[config.mk]
export PLATFORM = sky130hd
export DESIGN_NAME = lcd_hex_writer
export DESIGN_NICKNAME = d
export VERILOG_FILES = /design/src/rtl/lcd_hex_writer.sv
export SDC_FILE = /design/constraint.sdc
export NUM_CORES = 1
export LEC_CHECK = 0
export ABC_CLOCK_PERIOD_IN_PS = 10060
export CAP_MARGIN = 5
export CORE_MARGIN = 2
export CORE_UTILIZATION = 37
export DETAILED_ROUTE_END_ITERATION = 10
export GPL_ROUTABILITY_DRIVEN = 0
export PLACE_DENSITY = 0.63
export SLEW_MARGIN = 40
export SYNTH_ARGS = -nofsm -noshare
export SYNTH_HDL_FRONTEND = slang
export SYNTH_SLANG_ARGS = --single-unit
[constraint.sdc]
create_clock -name clock -period 10.06 [get_ports clock]
set_input_delay 1.509 -clock clock [delete_from_list [all_inputs] [get_ports clock]]
set_output_delay 1.509 -clock clock [all_outputs]
set_load 0.01 [all_outputs]
[src/rtl/lcd_hex_writer.sv]
// lcd_hex_writer: HD44780 16x2 controller that prints two 32-bit words as
// eight uppercase hex digits each (line1 on row 1, line2 on row 2).
// Every byte goes through SETUP -> PULSE -> HOLD -> WAIT, and the delays
// scale with CLK_FREQ_MHZ.
// Optional feature macro: LCD_REFRESH_ON_CHANGE_EN. When it is defined, the
// controller parks in IDLE after each frame and redraws only when the inputs
// differ from the last snapshot.
module lcd_hex_writer #(
    parameter int CLK_FREQ_MHZ = 50,
    parameter int POWERUP_US   = 15000,
    parameter int CMD_US       = 40,
    parameter int CLEAR_US     = 1640,
    parameter int EN_PULSE     = 12
) (
    input  logic        clock,
    input  logic        reset_n,
    input  logic [31:0] line1,
    input  logic [31:0] line2,
    output logic [7:0]  LCD_DATA,
    output logic        LCD_RS,
    output logic        LCD_RW,
    output logic        LCD_EN,
    output logic        init_done,
    output logic        frame_done
);

    localparam logic [31:0] PWR_CYC   = 32'(POWERUP_US * CLK_FREQ_MHZ);
    localparam logic [31:0] CMD_CYC   = 32'(CMD_US * CLK_FREQ_MHZ);
    localparam logic [31:0] CLEAR_CYC = 32'(CLEAR_US * CLK_FREQ_MHZ);
    localparam logic [31:0] PULSE_CYC = 32'(EN_PULSE);

    // Top-level sequence states
    localparam logic [2:0] ST_PWR   = 3'd0;
    localparam logic [2:0] ST_INIT  = 3'd1;
    localparam logic [2:0] ST_HOME1 = 3'd2;
    localparam logic [2:0] ST_ROW1  = 3'd3;
    localparam logic [2:0] ST_HOME2 = 3'd4;
    localparam logic [2:0] ST_ROW2  = 3'd5;
`ifdef LCD_REFRESH_ON_CHANGE_EN
    localparam logic [2:0] ST_IDLE  = 3'd6;
`endif

    // Per-byte strobe phases
    localparam logic [1:0] PH_SETUP = 2'd0;
    localparam logic [1:0] PH_PULSE = 2'd1;
    localparam logic [1:0] PH_HOLD  = 2'd2;
    localparam logic [1:0] PH_WAIT  = 2'd3;

    logic [2:0]  state_q, state_d;
    logic [1:0]  phase_q, phase_d;
    logic [31:0] cnt_q, cnt_d;
    logic [2:0]  idx_q, idx_d;
    logic [31:0] snap1_q, snap1_d;
    logic [31:0] snap2_q, snap2_d;
    logic [7:0]  data_q, data_d;
    logic        rs_q, rs_d;
    logic        en_q, en_d;
    logic        init_done_q, init_done_d;
    logic        frame_done_q, frame_done_d;

    // Scratch signals for starting the next byte
    logic        start;
    logic        take_snap;
    logic [2:0]  nstate;
    logic [2:0]  nidx;
    logic [31:0] wait_cyc;

    // Returns {RS, DATA} for byte idx of state st. Row characters come from
    // the snapshot, with the most significant nibble in column 0.
    function automatic logic [8:0] byte_for(input logic [2:0]  st,
                                            input logic [2:0]  idx,
                                            input logic [31:0] s1,
                                            input logic [31:0] s2);
        logic [31:0] word;
        logic [3:0]  nib;
        word = (st == ST_ROW1) ? s1 : s2;
        nib  = 4'(word >> {27'd0, 3'd7 - idx, 2'b00});
        case (st)
            ST_INIT: begin
                case (idx)
                    3'd0:    byte_for = {1'b0, 8'h38};
                    3'd1:    byte_for = {1'b0, 8'h0C};
                    3'd2:    byte_for = {1'b0, 8'h06};
                    default: byte_for = {1'b0, 8'h01};
                endcase
            end
            ST_HOME1: byte_for = {1'b0, 8'h80};
            ST_HOME2: byte_for = {1'b0, 8'hC0};
            ST_ROW1, ST_ROW2:
                byte_for = {1'b1, (nib < 4'd10) ? 8'h30 + {4'h0, nib}
                                                : 8'h37 + {4'h0, nib}};
            default: byte_for = 9'h000;
        endcase
    endfunction

    // Next-state logic for the sequencer, the strobe phases and the outputs
    always_comb begin
        // NOTE: every signal gets a default here so no path can infer a latch.
        state_d      = state_q;
        phase_d      = phase_q;
        cnt_d        = cnt_q;
        idx_d        = idx_q;
        snap1_d      = snap1_q;
        snap2_d      = snap2_q;
        data_d       = data_q;
        rs_d         = rs_q;
        en_d         = en_q;
        init_done_d  = init_done_q;
        frame_done_d = 1'b0;
        start        = 1'b0;
        take_snap    = 1'b0;
        nstate       = state_q;
        nidx         = 3'd0;
        // The clear command (last INIT byte) needs the long execution wait
        wait_cyc     = (state_q == ST_INIT && idx_q == 3'd3) ? CLEAR_CYC : CMD_CYC;

        case (state_q)
            ST_PWR: begin
                if (cnt_q == PWR_CYC - 32'd1) begin
                    start  = 1'b1;
                    nstate = ST_INIT;
                end else begin
                    cnt_d = cnt_q + 32'd1;
                end
            end
`ifdef LCD_REFRESH_ON_CHANGE_EN
            ST_IDLE: begin
                if ({line1, line2} != {snap1_q, snap2_q}) begin
                    start     = 1'b1;
                    take_snap = 1'b1;
                    nstate    = ST_HOME1;
                end
            end
`endif
            default: begin
                case (phase_q)
                    PH_SETUP: begin
                        if (cnt_q == 32'd1) begin
                            phase_d = PH_PULSE;
                            en_d    = 1'b1;
                            cnt_d   = 32'd0;
                        end else begin
                            cnt_d = cnt_q + 32'd1;
                        end
                    end
                    PH_PULSE: begin
                        if (cnt_q == PULSE_CYC - 32'd1) begin
                            phase_d = PH_HOLD;
                            en_d    = 1'b0;
                            cnt_d   = 32'd0;
                        end else begin
                            cnt_d = cnt_q + 32'd1;
                        end
                    end
                    PH_HOLD: begin
                        if (cnt_q == 32'd1) begin
                            phase_d = PH_WAIT;
                            cnt_d   = 32'd0;
                        end else begin
                            cnt_d = cnt_q + 32'd1;
                        end
                    end
                    default: begin
                        if (cnt_q == wait_cyc - 32'd1) begin
                            case (state_q)
                                ST_INIT: begin
                                    start = 1'b1;
                                    if (idx_q == 3'd3) begin
                                        nstate      = ST_HOME1;
                                        take_snap   = 1'b1;
                                        init_done_d = 1'b1;
                                    end else begin
                                        nidx = idx_q + 3'd1;
                                    end
                                end
                                ST_HOME1: begin
                                    start  = 1'b1;
                                    nstate = ST_ROW1;
                                end
                                ST_ROW1: begin
                                    start = 1'b1;
                                    if (idx_q == 3'd7) nstate = ST_HOME2;
                                    else               nidx   = idx_q + 3'd1;
                                end
                                ST_HOME2: begin
                                    start  = 1'b1;
                                    nstate = ST_ROW2;
                                end
                                default: begin
                                    if (idx_q != 3'd7) begin
                                        start = 1'b1;
                                        nidx  = idx_q + 3'd1;
                                    end else begin
                                        frame_done_d = 1'b1;
`ifdef LCD_REFRESH_ON_CHANGE_EN
                                        state_d = ST_IDLE;
                                        cnt_d   = 32'd0;
`else
                                        start     = 1'b1;
                                        take_snap = 1'b1;
                                        nstate    = ST_HOME1;
`endif
                                    end
                                end
                            endcase
                        end else begin
                            cnt_d = cnt_q + 32'd1;
                        end
                    end
                endcase
            end
        endcase

        if (take_snap) begin
            snap1_d = line1;
            snap2_d = line2;
        end
        // LCD_DATA/RS are loaded only when a byte begins
        if (start) begin
            state_d        = nstate;
            idx_d          = nidx;
            phase_d        = PH_SETUP;
            cnt_d          = 32'd0;
            {rs_d, data_d} = byte_for(nstate, nidx, snap1_d, snap2_d);
        end
    end

    // State registers; an asynchronous reset drops LCD_EN immediately
    always_ff @(posedge clock or negedge reset_n) begin
        if (!reset_n) begin
            state_q      <= ST_PWR;
            phase_q      <= PH_SETUP;
            cnt_q        <= 32'd0;
            idx_q        <= 3'd0;
            snap1_q      <= 32'd0;
            snap2_q      <= 32'd0;
            data_q       <= 8'h00;
            rs_q         <= 1'b0;
            en_q         <= 1'b0;
            init_done_q  <= 1'b0;
            frame_done_q <= 1'b0;
        end else begin
            // NOTE: non-blocking assignments make all flops update together from pre-edge values.
            state_q      <= state_d;
            phase_q      <= phase_d;
            cnt_q        <= cnt_d;
            idx_q        <= idx_d;
            snap1_q      <= snap1_d;
            snap2_q      <= snap2_d;
            data_q       <= data_d;
            rs_q         <= rs_d;
            en_q         <= en_d;
            init_done_q  <= init_done_d;
            frame_done_q <= frame_done_d;
        end
    end

    assign LCD_DATA   = data_q;
    assign LCD_RS     = rs_q;
    assign LCD_RW     = 1'b0;
    assign LCD_EN     = en_q;
    assign init_done  = init_done_q;
    assign frame_done = frame_done_q;

endmodule

==> impl_metrics.yaml <==
cells_and_area:
  layout_commonest_cell: "nand2_1"
  final_cell_mix: "nand2_1, dfrtp_1, clkdlybuf4s50_1"
  finalInstanceArea_sq_um: 8040
  drive_above_1_share_pct: 9.01
  layout.nets: 856
  syn2layout_area_growth_pct: 24.1
  antenna_cells: 0
  instances_no_fill: 1013
cts:
  clk_path_buf_depth: 2
  cts_root_buffer: "clkbuf_16"
  cts_resized: 0
  clk_latency_ns: 0.42
  hold_buffers: 0
  h-tree-depth: 4
  cts_setup_buffers: 0
  cts_sinks: 116
  cts_tree: "done"
  cts_buffers: 17
  clkTransAtPathRegs_ns: 0.06
power:
  power.density_nw_per_um2: 146
  ir_drop_uv: 121
  p_leak_nw: 3.35
timing:
  tightest_slew_ns: 0.815
  rsz0062_at_grt: "false"
  fin_tns_setup_ns: 0
  hold_violations: 0
  maxSlewViolCount: 0
  fmax_mhz: 185
  finalCriticalPeriod_ns: 5.40
  post-route-period-util_pct: 53.7
  finalSetupViolations: 0
  relSlewSlack_pct: 45.1
  clock_skew_ns: 0.00776
yosys:
  postSynthCellCount: 706
  synth-main-ff-cell: "dfrtp_1"
  synth_nets: 785
  synth_area_per_cell_sq_um: 9.17
  syn-cell-area_sq_um: 6470
  yosysWarnings: 0
  async_reset_ff_share_pct: 100
  ys_ff_latch: 116
  synth_edf_count: 0
  synthDistinctLibCells: 68
  synth_seq_area_share_pct: 44.8
min_path:
  hold_path_class: "flop to flop"
  holdPathStages: 2
worst_setup_path:
  path_max_fanout: 32
  required_ns: 10.37
  cp.arrival_ns: 5.72
  rr_worst_depth: 18
  start_kind: "flop"
  crit_type: "flop to flop"
  end_kind: "flop"
global_routing:
  antenna_found_initial: 0
  grt_pass1_wl_mm: 27.4
  grt_pass1_vias: 5270
  grt_usage_pct: 18.9
  overflow: 0
  grt_max_degree: 78
floorplanning:
  pin_count: 79
  rows: 48
  dieArea_sq_um: 18600
  die_w_um: 136
  die_h_um: 136
  core_sq_um: 17200
  initial_core_util_pct: 37.7
place:
  place_inst: 982
  port_buffers: 77
  postPlaceCellArea_sq_um: 7390
  dp_hpwl_mm: 11.8
detailed_routing:
  antenna_left: 0
  drt-initial-drc-count: 424
  routed_wl_mm: 16.5
  route.detailed.drc: 0
  routedWlPerCell_um: 16.3
  vias: 5335
  drtPass1Iterations: 5
  viasPerCell: 5.27
flow_run:
  cap_violations: 0
run_status:
  status: "completed"
cell usage after synthesis, types with 7 or more instances:
cell | n | area (sq um)
and3_1 | 11 | 68.8
o21ai_0 | 35 | 175
nor2_1 | 47 | 176
nand2_1 | 174 | 653
xnor2_1 | 12 | 105
a21oi_1 | 21 | 105
a211oi_1 | 9 | 67.6
dfrtp_1 | 116 | 2900
nand3_1 | 26 | 130
xor2_1 | 17 | 149
nor3_1 | 8 | 40.0
nor4_1 | 7 | 43.8
or3_1 | 8 | 50.1
clkbuf_1 | 9 | 33.8
mux2i_1 | 29 | 290
nand4_1 | 13 | 81.3
mux2_2 | 13 | 146
inv_1 | 16 | 60.1
ha_1 | 13 | 163
o211ai_1 | 7 | 52.6
worst max-delay path, stage by stage (launching register included):
cell and delay, ns:
dfrtp_1 0.40, ha_1 0.24, ha_1 0.22, and4bb_4 0.23
or4_1 0.72, a2111oi_4 0.64, nand2_2 0.48, buf_4 0.40
mux2_2 0.31, or3_1 0.37, o211ai_1 0.09, o211ai_1 0.14
nor3_1 0.16, or3_1 0.20, ha_1 0.21, inv_1 0.06
a21oi_1 0.19, o21ai_1 0.11, o21a_1 0.11
per-stage QoR:
stage	power, mW	setup slack [ns]	util [%]	hold slack (ns)
2_1_floorplan	0.485	5.80	-	0.429
3_3_place_gp	0.525	4.89	43.0	0.442
3_5_place_dp	0.525	4.74	43.0	0.449
4_1_cts	1.19	4.69	46.7	0.460
5_1_grt	1.21	4.35	46.8	0.487
6_report	1.18	4.66	46.8	0.462
sequential cells by signal, summed over array words and instances (netlist names):
register / count
idx_q: 3
state_q: 3
cnt_q: 32
LCD_DATA: 8
LCD_EN: 1
init_done: 1
frame_done: 1
LCD_RS: 1
snap1_q: 32
phase_q: 2
snap2_q: 32
logic make-up (layout without fill, tap and decap cells):
logic type / Yosys count / after routing / share of synthesized area, %
and+or+nand+nor: 325 / 325 / 22.9
AOI/OAI and AO/OA: 128 / 128 / 14.2
DFF: 116 / 116 / 44.8
muxes: 47 / 47 / 7.79
buffers and inverters: 47 / 129 / 3.77
xor gates and xnor gates: 29 / 29 / 3.92
adders and majority gates: 13 / 13 / 2.51
other: 1 / 1 / 0.0579
power breakdown:
group / switching [mW] / total (mW) / internal [mW]
Sequential: 0.000786 / 0.471 / 0.471
Clock: 0.211 / 0.660 / 0.449
Combinational: 0.0180 / 0.0440 / 0.0261
routing by layer:
layer	part of all wire (%)	vias up	GRT usage, %
met1	48	2573	26.9
li1	-	2607	-
met5	0	-	0
met3	5.3	20	4.25
met4	1.9	0	6.37
met2	45	135	28.4
final timing paths:
path | from | end | slack [ns]
max in group asynchronous | reset_n | snap1_q[21] | 7.92
worst min register to register | snap1_q[0] | snap1_q[0] | 0.46
min in group asynchronous | reset_n | cnt_q[23] | 1.07
worst max register to register | idx_q[0] | LCD_DATA[6] | 4.66
worst max-delay path | idx_q[0] | LCD_DATA[6] | 4.66
worst min-delay path | snap1_q[0] | snap1_q[0] | 0.46
final cells by class:
type	count	area, sq um
fill	1694	9140
multi-input combinational	543	3340
sequential	116	2900
timing repair buffer	82	813
clock buffer	21	460
tap	225	282
clock inverter	9	178
inverter	17	63.8
No activity file was read; power rests on OpenSTA's default activity.
